File: config.mk
export PLATFORM = sky130hd
export DESIGN_NAME = ms_pulse_sched_flat
export DESIGN_NICKNAME = d
export VERILOG_FILES = /design/src/rtl/ms_pulse_sched_if.sv /design/src/rtl/ms_pulse_sched.sv /design/src/flat_wrapper.sv
export SDC_FILE = /design/constraint.sdc
export NUM_CORES = 1
export LEC_CHECK = 0
export BUFFER_PORTS_ARGS = -buffer_cell sky130_fd_sc_hd__buf_2
export CAP_MARGIN = 0
export CORE_MARGIN = 4
export CORE_UTILIZATION = 50
export CTS_BUF_LIST = sky130_fd_sc_hd__clkbuf_4
export DETAILED_ROUTE_END_ITERATION = 7
export HOLD_SLACK_MARGIN = 0.12
export PLACE_DENSITY = 0.78
export SLEW_MARGIN = 20
export SYNTH_ARGS = -nofsm -noshare
export SYNTH_HDL_FRONTEND = slang
export SYNTH_SLANG_ARGS = --single-unit
File: constraint.sdc
create_clock -name clk -period 4.65 [get_ports clk]
set_clock_uncertainty 0.2 [all_clocks]
set_input_delay 0.2325 -clock clk [delete_from_list [all_inputs] [get_ports clk]]
set_output_delay 0.2325 -clock clk [all_outputs]
set_load 0.005 [all_outputs]
File: src/rtl/ms_pulse_sched_if.sv
// Control/status bundle between the run controller and its user.
// The master side drives run controls and the generator's msclock; the slave side is the controller.
interface ms_pulse_sched_if #(
   parameter int CNT_W = 16
);
   logic             go;
   logic             pause;
   logic             halt;
   logic [CNT_W-1:0] duration;
   logic             ms_in;
   logic             pg_start;
   logic             pg_stop;
   logic             busy;
   logic             done;
   logic             aborted;
   logic [CNT_W-1:0] elapsed;

   modport master (
      output go, pause, halt, duration, ms_in,
      input  pg_start, pg_stop, busy, done, aborted, elapsed
   );

   modport slave (
      input  go, pause, halt, duration, ms_in,
      output pg_start, pg_stop, busy, done, aborted, elapsed
   );
endinterface

File: src/rtl/ms_pulse_sched.sv
// Run controller for the millisecond pulse generator: issues start/stop pulses,
// counts msclock rising edges and ends the run after a programmed number of ms.
module ms_pulse_sched #(
   parameter int CNT_W = 16
) (
   input  logic             clk,
   input  logic             reset,
   ms_pulse_sched_if.slave  bus
);

   typedef enum logic [1:0] {
      S_IDLE   = 2'd0,
      S_RUN    = 2'd1,
      S_PAUSED = 2'd2
   } state_t;

   state_t           r_state;
   logic             r_ms_prev;
   logic [CNT_W-1:0] r_target;
   logic [CNT_W-1:0] r_elapsed;
   logic             r_pg_start;
   logic             r_pg_stop;
   logic             r_done;
   logic             r_aborted;

   logic             w_tick;
   logic [CNT_W-1:0] w_elapsed_inc;

   assign w_tick        = bus.ms_in & ~r_ms_prev;
   assign w_elapsed_inc = r_elapsed + {{(CNT_W-1){1'b0}}, 1'b1};

   always_ff @(posedge clk) begin
      if (reset) begin
         r_state    <= S_IDLE;
         r_ms_prev  <= 1'b0;
         r_target   <= '0;
         r_elapsed  <= '0;
         r_pg_start <= 1'b0;
         r_pg_stop  <= 1'b0;
         r_done     <= 1'b0;
         r_aborted  <= 1'b0;
      end else begin
         // Edge history always advances so a level held across states never reads as a fresh tick.
         r_ms_prev  <= bus.ms_in;
         r_pg_start <= 1'b0;
         r_pg_stop  <= 1'b0;
         r_done     <= 1'b0;
         r_aborted  <= 1'b0;

         case (r_state)
            S_IDLE: begin
               if (bus.go) begin
                  r_elapsed <= '0;
                  if (bus.duration != '0) begin
                     r_target   <= bus.duration;
                     r_pg_start <= 1'b1;
                     r_state    <= S_RUN;
                  end else begin
                     r_done <= 1'b1;
                  end
               end
            end

            S_RUN: begin
               if (bus.halt) begin
                  r_pg_stop <= 1'b1;
                  r_aborted <= 1'b1;
                  r_state   <= S_IDLE;
               end else if (w_tick && (w_elapsed_inc == r_target)) begin
                  r_elapsed <= r_target;
                  r_pg_stop <= 1'b1;
                  r_done    <= 1'b1;
                  r_state   <= S_IDLE;
               end else begin
                  // A tick coincident with pause is still counted before suspending.
                  if (w_tick) begin
                     r_elapsed <= w_elapsed_inc;
                  end
                  if (bus.pause) begin
                     r_pg_stop <= 1'b1;
                     r_state   <= S_PAUSED;
                  end
               end
            end

            S_PAUSED: begin
               if (bus.halt) begin
                  r_aborted <= 1'b1;
                  r_state   <= S_IDLE;
               end else if (bus.go) begin
                  r_pg_start <= 1'b1;
                  r_state    <= S_RUN;
               end
            end

            default: begin
               r_state <= S_IDLE;
            end
         endcase
      end
   end

   assign bus.busy     = (r_state == S_RUN) || (r_state == S_PAUSED);
   assign bus.pg_start = r_pg_start;
   assign bus.pg_stop  = r_pg_stop;
   assign bus.done     = r_done;
   assign bus.aborted  = r_aborted;
   assign bus.elapsed  = r_elapsed;

endmodule
File: src/flat_wrapper.sv
// flat-port wrapper written by rule: the top's interface ports become plain ports
module ms_pulse_sched_flat 
#(
   parameter int CNT_W = 16
)
  (clk, reset, bus_go, bus_pause, bus_halt, bus_duration, bus_ms_in, bus_pg_start, bus_pg_stop, bus_busy, bus_done, bus_aborted, bus_elapsed);
  ms_pulse_sched_if #(.CNT_W(CNT_W)) bus_i ();
  input  logic clk;
  input  logic reset;
  input wire logic [$bits(bus_i.go)-1:0] bus_go;
  input wire logic [$bits(bus_i.pause)-1:0] bus_pause;
  input wire logic [$bits(bus_i.halt)-1:0] bus_halt;
  input wire logic [$bits(bus_i.duration)-1:0] bus_duration;
  input wire logic [$bits(bus_i.ms_in)-1:0] bus_ms_in;
  output wire logic [$bits(bus_i.pg_start)-1:0] bus_pg_start;
  output wire logic [$bits(bus_i.pg_stop)-1:0] bus_pg_stop;
  output wire logic [$bits(bus_i.busy)-1:0] bus_busy;
  output wire logic [$bits(bus_i.done)-1:0] bus_done;
  output wire logic [$bits(bus_i.aborted)-1:0] bus_aborted;
  output wire logic [$bits(bus_i.elapsed)-1:0] bus_elapsed;
  assign bus_i.go = bus_go;
  assign bus_i.pause = bus_pause;
  assign bus_i.halt = bus_halt;
  assign bus_i.duration = bus_duration;
  assign bus_i.ms_in = bus_ms_in;
  assign bus_pg_start = bus_i.pg_start;
  assign bus_pg_stop = bus_i.pg_stop;
  assign bus_busy = bus_i.busy;
  assign bus_done = bus_i.done;
  assign bus_aborted = bus_i.aborted;
  assign bus_elapsed = bus_i.elapsed;
  ms_pulse_sched #(.CNT_W(CNT_W)) u_core (.clk(clk), .reset(reset), .bus(bus_i));
endmodule
==> flow_metrics.env <==
export IMPL_switching_share_pct=31.59
export IMPL_ctsLongestPathBuffers=2
export IMPL_rrSetupSlack_ns=1.42
export IMPL_grt_max_degree=35
export IMPL_layout_commonest_cell="buf_2"
export IMPL_critPathKind="register to register"
export IMPL_cp_arrival_ns=3.29
export IMPL_cts_sinks=39
export IMPL_fin_ws_ns=1.415
export IMPL_crit_family="compound AO/OA/AOI/OAI gates"
export IMPL_regArea_um2=780.7
export IMPL_hold_path_depth=2
export IMPL_crit_start="u_core.bus.elapsed[0]"
export IMPL_comb_power_share_pct=24.1
export IMPL_tritoncts="yes"
export IMPL_cts_resized_gates=0
export IMPL_first_global_vias=2134
export IMPL_period_share_pct=69.56
export IMPL_netlist_instances=281
export IMPL_p_switching_uw=226.5
export IMPL_leakage_nw=1.227
export IMPL_grt_usage_pct=20.56
export IMPL_syn_nets=308
export IMPL_synth_edff_count=0
export IMPL_ant_nets=0
export IMPL_initial_core_util_pct=51.31
export IMPL_area_delta_synth_final_pct=20.03
export IMPL_hold_violations=0
export IMPL_cpMostUsedCell="o21ai_2"
export IMPL_synth_seq_cells=39
export IMPL_p_clk_share_pct=23.5
export IMPL_syn_area_um2=2424
export IMPL_min_path_type="input pin to register"
export IMPL_die_w_um=77.62
export IMPL_ys_seq_area_share_pct=32.21
export IMPL_max_cap_violations=0
export IMPL_fin_nets=361
export IMPL_r2r_cells=10
export IMPL_cp_num_cells=10
export IMPL_layout_common_cells="42 x buf_2, 39 x dfxtp_1, 27 x nor2_1"
export IMPL_power_density_nw_per_um2=246.5
export IMPL_r2r_end="u_core.bus.elapsed[4]"
export IMPL_status="finished clean"
export IMPL_ios=43
export IMPL_crit_chain="ha_1 > and2_1 > nand4_4 > or4b_1 > o211ai_2 > o21ai_2 > a211oi_4 > buf_4 > o21ai_2 > a311o_1"
export IMPL_num_rows=25
export IMPL_tns_ns=0
export IMPL_cts_setup_buffers=0
export IMPL_setup_worst_path_end="u_core.bus.elapsed[4]"
export IMPL_port_buffers=42
export IMPL_initialDrtViolationCount=166
export IMPL_p_seq_share_pct=52.4
export IMPL_p_int_uw=490.4
export IMPL_drt_wl_total_um=6055
export IMPL_viasPerCell=5.714
export IMPL_cts_clk_slew_worst_paths_ns=0.12
export IMPL_reg2reg_from="u_core.bus.elapsed[0]"
export IMPL_vias=2297
export IMPL_crit_buf_inv=1
export IMPL_worstMarginPinSlew_ns=1.105
export IMPL_wire_per_inst_um=15.06
export IMPL_rsz0062_at_grt="no"
export IMPL_place_congestion=0.9101
export IMPL_max_slew_margin_pct=26.07
export IMPL_crit_path_start_kind="register"
export IMPL_clk_latency_ns=0.36
export IMPL_nFillCells=429
export IMPL_cp_end_kind="register"
export IMPL_core_um2=4723
export IMPL_yosys_warnings=0
export IMPL_die_y_um=77.62
export IMPL_antenna_cells=0
export IMPL_cpPeakStageDelay_ns=0.51
export IMPL_place_inst=374
export IMPL_overflow=0
export IMPL_dpl_worst_slack_ns=1.424
export IMPL_grt_pass1_wl_um=9949
export IMPL_dieArea_um2=6025
export IMPL_dp_hpwl_um=4312
export IMPL_multiInputGateArea_um2=1536
export IMPL_ctsHtreeMaxLevel=2
export IMPL_post_route_drc_count=0
export IMPL_stdcell_count=402
export IMPL_cts_buffers=5
export IMPL_required_ns=4.71
export IMPL_setup_viol=0
export IMPL_ys_types=53
export IMPL_antenna_found_initial=0
export IMPL_critPathSlowestCell="or4b_1"
export IMPL_drtPass1Iterations=4
export IMPL_root_buffer="clkbuf_4"
export IMPL_synthFlopType="dfxtp_1"
export IMPL_avgSynthCellArea_um2=8.625
export IMPL_drive_above_1_share_pct=20.30
export IMPL_async_flop_share_pct=0
export IMPL_slew_violations=0
export IMPL_cp_max_fo=12
export IMPL_fmax_ghz=0.3092
export IMPL_layout_min_cycle_time_ns=3.235
export IMPL_ir_worst_vdd_v=0.0001936
[layer usage]
layer	track usage (%)	part of all wire, %	vias to the layer above
li1	-	-	1141
met3	4.524	5.8	14
met5	0	0	-
met4	8.007	2.7	0
met1	26.59	44	1069
met2	33.22	47	73
[how the worst min path moves through the flow]
stage	startpoint	endpoint	slack, ns
after detailed placement	bus_ms_in	u_core.r_ms_prev	0.28
final	reset	u_core.bus.done	0.16
after floorplan	bus_halt	u_core.bus.aborted	0.15
after global placement	bus_duration[13]	u_core.r_target[13]	0.28
after CTS	reset	u_core.bus.done	0.16
after global routing	reset	u_core.r_target[1]	0.19
[cell usage after synthesis, drive strengths merged, types with 8 or more instances]
cell | count | share of area, %
dfxtp | 39 | 32
nor2 | 27 | 4.2
nand2 | 23 | 3.6
mux2i | 20 | 8.3
xnor2 | 13 | 4.7
nand3 | 12 | 2.5
clkbuf | 10 | 1.5
nor4 | 10 | 2.6
buf | 9 | 2.2
o21ai | 9 | 2.6
and2 | 8 | 2.1
xor2 | 8 | 2.9
[power by group through the flow]
stage	logic [mW]	registers [mW]	clock network, mW
2_1_floorplan	0.118	0.377	0
3_3_place_gp	0.156	0.382	0
3_5_place_dp	0.159	0.383	0
4_1_cts	0.172	0.375	0.176
5_1_grt	0.190	0.378	0.186
6_report	0.173	0.376	0.169
[cells by family after synthesis]
kind of cell | share of synthesized area [%]
buf+inv | 4.646
xor+xnor | 7.589
fa+ha+maj | 2.581
mux | 8.725
simple gates | 29.07
compound gates | 15.18
flops | 32.21
[area by class of cell]
| class | instances | share of cell area, % |
|---|---|---|
| inverter | 6 | 0.7742 |
| clock buffer | 5 | 1.290 |
| sequential | 39 | 26.84 |
| multi-input combinational | 217 | 52.82 |
| tap | 67 | 2.882 |
| timing repair buffer | 65 | 14.88 |
| clock inverter | 3 | 0.5161 |
[sequential cells by signal, indices dropped and copies added (netlist names)]
name and count:
u_core.bus.elapsed 16, u_core.r_target 16, u_core.r_state 2, u_core.bus.aborted 1, u_core.bus.done 1, u_core.bus.pg_start 1, u_core.bus.pg_stop 1, u_core.r_ms_prev 1
[stage by stage]
| step | power, mW | utilization [%] | instance area [µm²] | hold slack, ns |
|---|---|---|---|---|
| after floorplan | 0.4948 | - | 2424 | 0.1533 |
| after global placement | 0.5376 | 56.24 | 2656 | 0.2835 |
| after detailed placement | 0.5414 | 56.24 | 2656 | 0.2829 |
| after CTS | 0.7229 | 61.59 | 2909 | 0.1576 |
| after global routing | 0.7539 | 61.59 | 2909 | 0.1920 |
| final | 0.7169 | 61.59 | 2909 | 0.1612 |
[repair_timing]
item                                    4_1_cts  5_1_grt
hold buffers                                 20        0
endpoints found under the setup margin        0        0
hold endpoints to repair                     23        0
Note: power is estimated with default switching activity, not from simulation.
